## src/rtl/vector_normalize.sv

```systemverilog
// vector_normalize: divides each of four unsigned lanes by a supplied L2 norm,
// producing Q1.FRAC unit-vector lanes with one restoring-division step per cycle.
// Optional feature: define VECTOR_NORMALIZE_ROUND_EN to compute one guard bit per
// lane and round half up instead of truncating.
module vector_normalize #(
    parameter int WIDTH      = 4,
    parameter int NORM_WIDTH = WIDTH + 2,
    parameter int FRAC       = WIDTH
) (
    input  logic                      clk,
    input  logic                      reset,
    input  logic                      start,
    input  logic [4*WIDTH-1:0]        V_in,
    input  logic [NORM_WIDTH-1:0]     norm_in,
    output logic [4*(FRAC+1)-1:0]     U_out,
    output logic                      busy,
    output logic                      done,
    output logic                      div_zero
);

`ifdef VECTOR_NORMALIZE_ROUND_EN
    localparam int GUARD = 1;
`else
    localparam int GUARD = 0;
`endif

    localparam int Q  = WIDTH + FRAC;
    localparam int QS = Q + GUARD;
    localparam int CW = $clog2(QS + 1);
    localparam int RW = NORM_WIDTH + 1;
    localparam int LW = FRAC + 1;
    localparam logic [Q:0] SAT_FULL = {{Q{1'b0}}, 1'b1} << FRAC;

    typedef enum logic [1:0] {
        IDLE,
        LOAD,
        DIV,
        FINISH
    } state_t;

    state_t                  state;
    logic [1:0]              idx;
    logic [CW-1:0]           step;
    logic [4*WIDTH-1:0]      v_lat;
    logic [NORM_WIDTH-1:0]   norm_lat;
    logic [QS-1:0]           dividend;
    logic [RW-1:0]           rem;
    logic [QS-1:0]           quo;
    logic [LW-1:0]           results [4];

    logic [RW-1:0]           rem_shift;
    logic [RW-1:0]           norm_ext;
    logic [RW-1:0]           rem_next;
    logic [QS-1:0]           quo_next;
    logic [Q:0]              lane_full;
    logic [LW-1:0]           lane_res;
    logic [WIDTH-1:0]        cur_lane;

    // One restoring-division step plus the saturated lane result it would produce
    always_comb begin
        cur_lane  = v_lat[int'(idx)*WIDTH +: WIDTH];
        rem_shift = {rem[RW-2:0], dividend[QS-1]};
        norm_ext  = {1'b0, norm_lat};
        rem_next  = rem_shift;
        quo_next  = {quo[QS-2:0], 1'b0};
        if (rem_shift >= norm_ext) begin
            rem_next = rem_shift - norm_ext;
            quo_next = {quo[QS-2:0], 1'b1};
        end
`ifdef VECTOR_NORMALIZE_ROUND_EN
        lane_full = {1'b0, quo_next[QS-1:1]} + {{Q{1'b0}}, quo_next[0]};
`else
        lane_full = {1'b0, quo_next};
`endif
        lane_res = (lane_full > SAT_FULL) ? SAT_FULL[LW-1:0] : lane_full[LW-1:0];
    end

    // Control FSM, datapath registers and registered outputs
    always_ff @(posedge clk or negedge reset) begin
        if (!reset) begin
            state    <= IDLE;
            idx      <= '0;
            step     <= '0;
            v_lat    <= '0;
            norm_lat <= '0;
            dividend <= '0;
            rem      <= '0;
            quo      <= '0;
            for (int k = 0; k < 4; k++) results[k] <= '0;
            U_out    <= '0;
            busy     <= 1'b0;
            done     <= 1'b0;
            div_zero <= 1'b0;
        end else begin
            done <= 1'b0;
            case (state)
                IDLE: begin
                    if (start) begin
                        v_lat    <= V_in;
                        norm_lat <= norm_in;
                        idx      <= '0;
                        busy     <= 1'b1;
                        state    <= LOAD;
                    end
                end
                LOAD: begin
                    if (norm_lat == '0) begin
                        state <= FINISH;
                    end else begin
                        dividend <= {cur_lane, {(FRAC + GUARD){1'b0}}};
                        rem      <= '0;
                        quo      <= '0;
                        step     <= '0;
                        state    <= DIV;
                    end
                end
                DIV: begin
                    rem      <= rem_next;
                    quo      <= quo_next;
                    dividend <= {dividend[QS-2:0], 1'b0};
                    step     <= step + 1'b1;
                    if (step == CW'(QS - 1)) begin
                        results[idx] <= lane_res;
                        if (idx == 2'd3) begin
                            state <= FINISH;
                        end else begin
                            idx   <= idx + 1'b1;
                            state <= LOAD;
                        end
                    end
                end
                FINISH: begin
                    for (int k = 0; k < 4; k++) begin
                        U_out[k*LW +: LW] <= (norm_lat == '0) ? '0 : results[k];
                    end
                    div_zero <= (norm_lat == '0);
                    done     <= 1'b1;
                    busy     <= 1'b0;
                    state    <= IDLE;
                end
                default: state <= IDLE;
            endcase
        end
    end

endmodule

```

## config.mk

```make
export PLATFORM = sky130hd
export DESIGN_NAME = vector_normalize
export DESIGN_NICKNAME = d
export VERILOG_FILES = /design/src/rtl/vector_normalize.sv
export SDC_FILE = /design/constraint.sdc
export NUM_CORES = 1
export LEC_CHECK = 0
export CORE_MARGIN = 5
export CORE_UTILIZATION = 40
export CTS_CLUSTER_SIZE = 28
export DETAILED_ROUTE_END_ITERATION = 7
export RECOVER_POWER = 50
export SLEW_MARGIN = 20
export SYNTH_ARGS = -nofsm -noshare
export SYNTH_HDL_FRONTEND = slang
export SYNTH_SLANG_ARGS = --single-unit
```

## constraint.sdc

```tcl
create_clock -name clk -period 2.49 [get_ports clk]
set_input_delay 0.498 -clock clk [delete_from_list [all_inputs] [get_ports clk]]
set_output_delay 0.498 -clock clk [all_outputs]
set_load 0.03 [all_outputs]
```

Word-level counts from Yosys, hierarchy flattened
Index checks and enable logic that the tools add are counted.

Word-level logic and storage cells: 76. Register bits: 94.

Bitwise gates (word level): 1. Shift-type cells: 1. Muxes and demuxes: 30. Reduce and logical (&&, ||, !) cells: 12. Equal/unequal tests: 9. $lt $le $gt $ge: 4. Add/sub/neg operators: 3.

Operators by type and width (number): 5-bit 2-to-1 mux (6); 20-bit bitwise mux (1); 8-bit case mux with 2 select lines (1); 16-bit by 5-bit variable part select with 4-bit output (1); 7-bit case mux with 2 select lines (1); 2-bit 2-to-1 mux (6); 6-bit 2-to-1 mux (2); 6-bit case mux with 2 select lines (1); 5-bit demux with 2-bit select (1); 2-bit AND reduction (5); 8-bit by 5-bit > comparator with 1-bit output, second input constant (1); 8-bit 2-to-1 mux (1); 2-bit != test, second input constant (4); 2-bit case mux with 4 select lines (1); 4-bit case mux with 2 select lines (1); 7-bit by 6-bit >= comparator with 1-bit output (1); 7-bit 2-to-1 mux (1); 2-bit == test, second input constant (3); 6-bit zero test (1); 2-bit nonzero test (3); 6-bit subtractor (1); 4-bit by 1-bit adder with 4-bit output, second input constant (1); 4-bit by 3-bit == test with 1-bit output, second input constant (1); 1-bit 2-to-1 mux (4); other kinds (11) (11).

Depth between registers and ports, before layout
Depth after elaboration: 6. Depth in mapped cells: 8.

Worst setup path before layout
OpenSTA, ideal clock, no wires.

Kind: flip-flop to flip-flop. Start: register norm_lat[2]. End: register rem[0]. Path slack: 0.747 ns. Stages on the path, launching flop included: 8. Buffers on the path: 0. Setup time: 0.121 ns. Data arrival time: 1.622 ns. Clock period less this slack: 1.743 ns. Cells stage by stage: dfrtp_1 > inv_1 > ha_1 > a21oi_4 > o21ai_2 > a41oi_4 > mux2i_1 > a22o_1.

Word-level cells in the longest chain between the ends: 3. Elaborated cells on any way between the ends: 6. Classes of those cells: order compare: 1; eq/ne: 1; mux: 2; reduce/logical: 2.

RTL lines: start, declared (RTL line 45) `logic [NORM_WIDTH-1:0] norm_lat;`; start signal, assigned (RTL line 100) `norm_lat <= norm_in;`; 7-bit by 6-bit >= comparator with 1-bit output or 6-bit zero test (tied branches) (RTL line 66, 107); 6-bit 2-to-1 mux or 2-bit != test (tied branches); 6-bit case mux with 2 select lines or 2-bit AND reduction (tied branches); end signal, assigned (RTL line 118) `rem <= rem_next;`; end, declared (RTL line 47) `logic [RW-1:0] rem;`.

Several ways; a longest one is shown, not always the timed one. A chain may end at the register's enable or synchronous reset.

Final worst setup path
Start: register norm_lat[2]. End: register rem[1].

Same word-level chain as after synthesis.

==> results by group <==
Outcome
  – Outcome: completed

Placed design
  – Post-DP HPWL: 5790 um
  – Place WS: about 500 ps
  – RD Place Congestion: 0.804
  – Port bufs: 47

CTS
  – Setup bufs post-CTS: 0
  – Resized cells post-CTS: 0
  – Clock Tree Root: clkbuf_8
  – H-tree levels: 3
  – CTS Buf Count: 9
  – Clk sink count: 90
  – CTS tree: done
  – Worst-Skew Late Latency: 350 ps
  – Clock transition at path regs: about 90 ps
  – CTS Hold Bufs: 0
  – CTS max path bufs: 2

Synth
  – Xor-xnor portion of the synthesized cell area: 0.00656
  – Cell Area, Synth: 4010 um^2
  – Ranking of synthesized cells by area: dfrtp_1, nand2_1, o21ai_0, mux2_2, ha_1
  – Asr flop ratio synth: 1.00
  – Most used DFF post-synth: dfrtp_1
  – Synth Area in Compound Gates: 0.123
  – Register bit total from synthesis: 90
  – Adder-cell share of the synthesized area: 0.0393
  – Dominant cell type by area after synthesis: dfrtp_1
  – Simple-Gate Fraction of Synth Area: 0.143
  – Post-synthesis cell count: 382
  – Multiplexer share of the synthesized area: 0.0977
  – Yosys warns: 0
  – Library cells used by synthesis: 39
  – Largest family of logic cells by synthesized area: simple AND/OR/NAND/NOR gates
  – Syn avg cell area: about 10 um^2
  – Yosys top cell area share: 0.562
  – Sequential area share after synthesis: 0.562
  – Syn Nets: 419
  – Number of flops mapped to enable cells by yosys: 0

STA
  – Final Max Tran Viols: 0
  – Final period util: 0.789
  – Final setup viols: 0
  – Achievable clock frequency: 509 MHz
  – Worst slew pin tran: 1120 ps
  – Setup_tns: 0 ps
  – Minimum clock period: roughly 2000 ps
  – Worst setup margin: 526 ps
  – Fin. Hold Viols: 0
  – RSZ-0062 raised after global routing: no
  – Worst Skew: 9.83 ps
  – Slew HR: 0.255

Route
  – Met3 WL: 407 um
  – Met1 Wirelength: roughly 3900 um
  – Vias: 2799
  – Drt first pass iters: 4
  – Via density: 4.91
  – Avg WL per Cell: 13.9 um
  – Antenna-violating nets left: 0
  – Top Metal Used: met4
  – Met2 WL: between 3000 and 4000 um
  – Initial DRC count: 128
  – DR DRC count: 0
  – Final wirelength: 7930 um

Power
  – Psw: 2260 uW
  – Power Internal: 3520 uW
  – Power per cell area: 1200 nW/um^2
  – Reg power frac: 0.399
  – Pleak: 0.00208 uW
  – Switch share: 0.391
  – Gate power share: 0.435
  – Overall power: just under 6000 uW
  – Clock power share: 0.166
  – Worst VDD drop: 0.000519 V

Worst setup path
  – Worst Path Max Fanout: 9
  – Crit path kind: reg2reg
  – CP Launch Type: flip-flop
  – CP endpoint kind: flip-flop
  – Arrival @ worst endpoint: 2200 ps
  – Worst Path Required: between 2000 and 3000 ps

GRT
  – Pin count of the biggest net entering global routing: 46
  – Vias in the first global route: 2756
  – Tot GR Track Use: 0.149
  – Antenna violations before repair: 1
  – First-pass GRT wire length: 14000 um
  – Grt total ovfl: 0

Job
  – MaxCap Viol Count: 0

Finish
  – Final layout net count: 469
  – Share of layout cells above drive strength 1: 0.110
  – Syn-to-layout area delta: 19.7%

Floorplanning
  – Io pins: 48
  – Site Rows: 36
  – Die area: 12100 um^2
  – Die Y-Extent: between 100 and 150 um
  – Die Wd: between 100 and 150 um
  – Core Region: 9770 um^2
  – Initial core utilization: 0.410

Worst hold path
  – Hold Path Class: in2async
==> state kept, by name (all words and copies together), names as in the netlist <==
name	flops
U_out	20
results	20
v_lat	16
quo	7
norm_lat	6
rem	6
dividend	4
step	4
idx	2
state	2
busy	1
div_zero	1
done	1
==> final cells by class <==
type / instances / area [um^2]
diodes: 1 / 2.50
clock buffers: 10 / 128
clock inverters: 5 / 56.3
fillers: 940 / 4980
inverters: 11 / 41.3
multi-input cells: 265 / 1640
flip-flops and latches: 90 / 2250
well taps: 133 / 166
repair buffers: 55 / 514
==> metrics by stage <==
stage / area [um^2] / hold slack, ps / utilization / cells
6_report: 4800 / 349 / 0.491 / 570
5_1_grt: 4800 / 423 / 0.491 / 570
4_1_cts: 4820 / 146 / 0.493 / 569
3_5_place_dp: 4630 / 468 / 0.474 / 554
3_3_place_gp: 4630 / 460 / 0.474 / 554
2_1_floorplan: 4010 / 202 / - / 382
==> layer usage <==
layer  vias to the layer above  global-route usage
met5                         -                   0
met4                         0              0.0440
met3                         9              0.0355
met2                        64               0.231
met1                      1325               0.208
li1                       1401                   -
==> cells by family after synthesis <==
| family | Yosys count |
|---|---|
| buffers and inverters | 27 |
| adders and majority gates | 12 |
| xor gates and xnor gates | 3 |
| DFF | 90 |
| AOI/OAI and AO/OA | 84 |
| and+or+nand+nor | 134 |
| muxes | 32 |
==> cell usage after synthesis (3+ instances only) <==
library cell,instances
o21ai_0,63
mux2i_1,11
mux2_2,17
clkbuf_1,10
nand2_1,106
nor2b_1,4
nand2b_1,3
nor2_1,9
dfrtp_1,90
nor3_1,4
mux4_2,4
inv_1,11
o21ai_1,5
buf_2,4
ha_1,11
==> path summary, 6_finish.rpt <==
check                       startpoint        end  slack [ps]  depth (start not counted)
max reg2reg                norm_lat[2]     rem[1]         530                          7
max in group asynchronous        reset   U_out[6]         760                          2
min in group clk             U_out[19]  U_out[19]         480                          2
min reg2reg                  U_out[19]  U_out[19]         480                          2
max                        norm_lat[2]     rem[1]         530                          7
min                              reset  U_out[15]         350                          1
==> layout by cell type (no fill, tap or decap), drive strengths merged, types with 4 or more instances in the layout <==
| cell type | instances |
|---|---|
| buf | 5 |
| clkbuf | 14 |
| clkdlybuf4s50 | 45 |
| dfrtp | 90 |
| ha | 11 |
| inv | 11 |
| mux2 | 17 |
| mux2i | 11 |
| mux4 | 4 |
| nand2 | 106 |
| nand2b | 4 |
| nor2 | 10 |
| nor2b | 4 |
| nor3 | 4 |
| o21ai | 70 |
==> worst max-delay path: stages, from the launching register on <==
cell and delay (ps):
dfrtp_1 360, inv_1 60, ha_1 410, a21oi_4 170, o21ai_2 90, a41oi_4 430
mux2i_1 260, o21ai_1 80
==> power by group through the flow <==
stage,clock network (uW),logic [uW],registers (uW)
finish,961,2510,2300
CTS,989,2570,2310
global placement,0,2500,2320
floorplan,0,1730,2420
detailed placement,0,2570,2340
global route,1060,2810,2390
(Power assumes the default switching activity.)
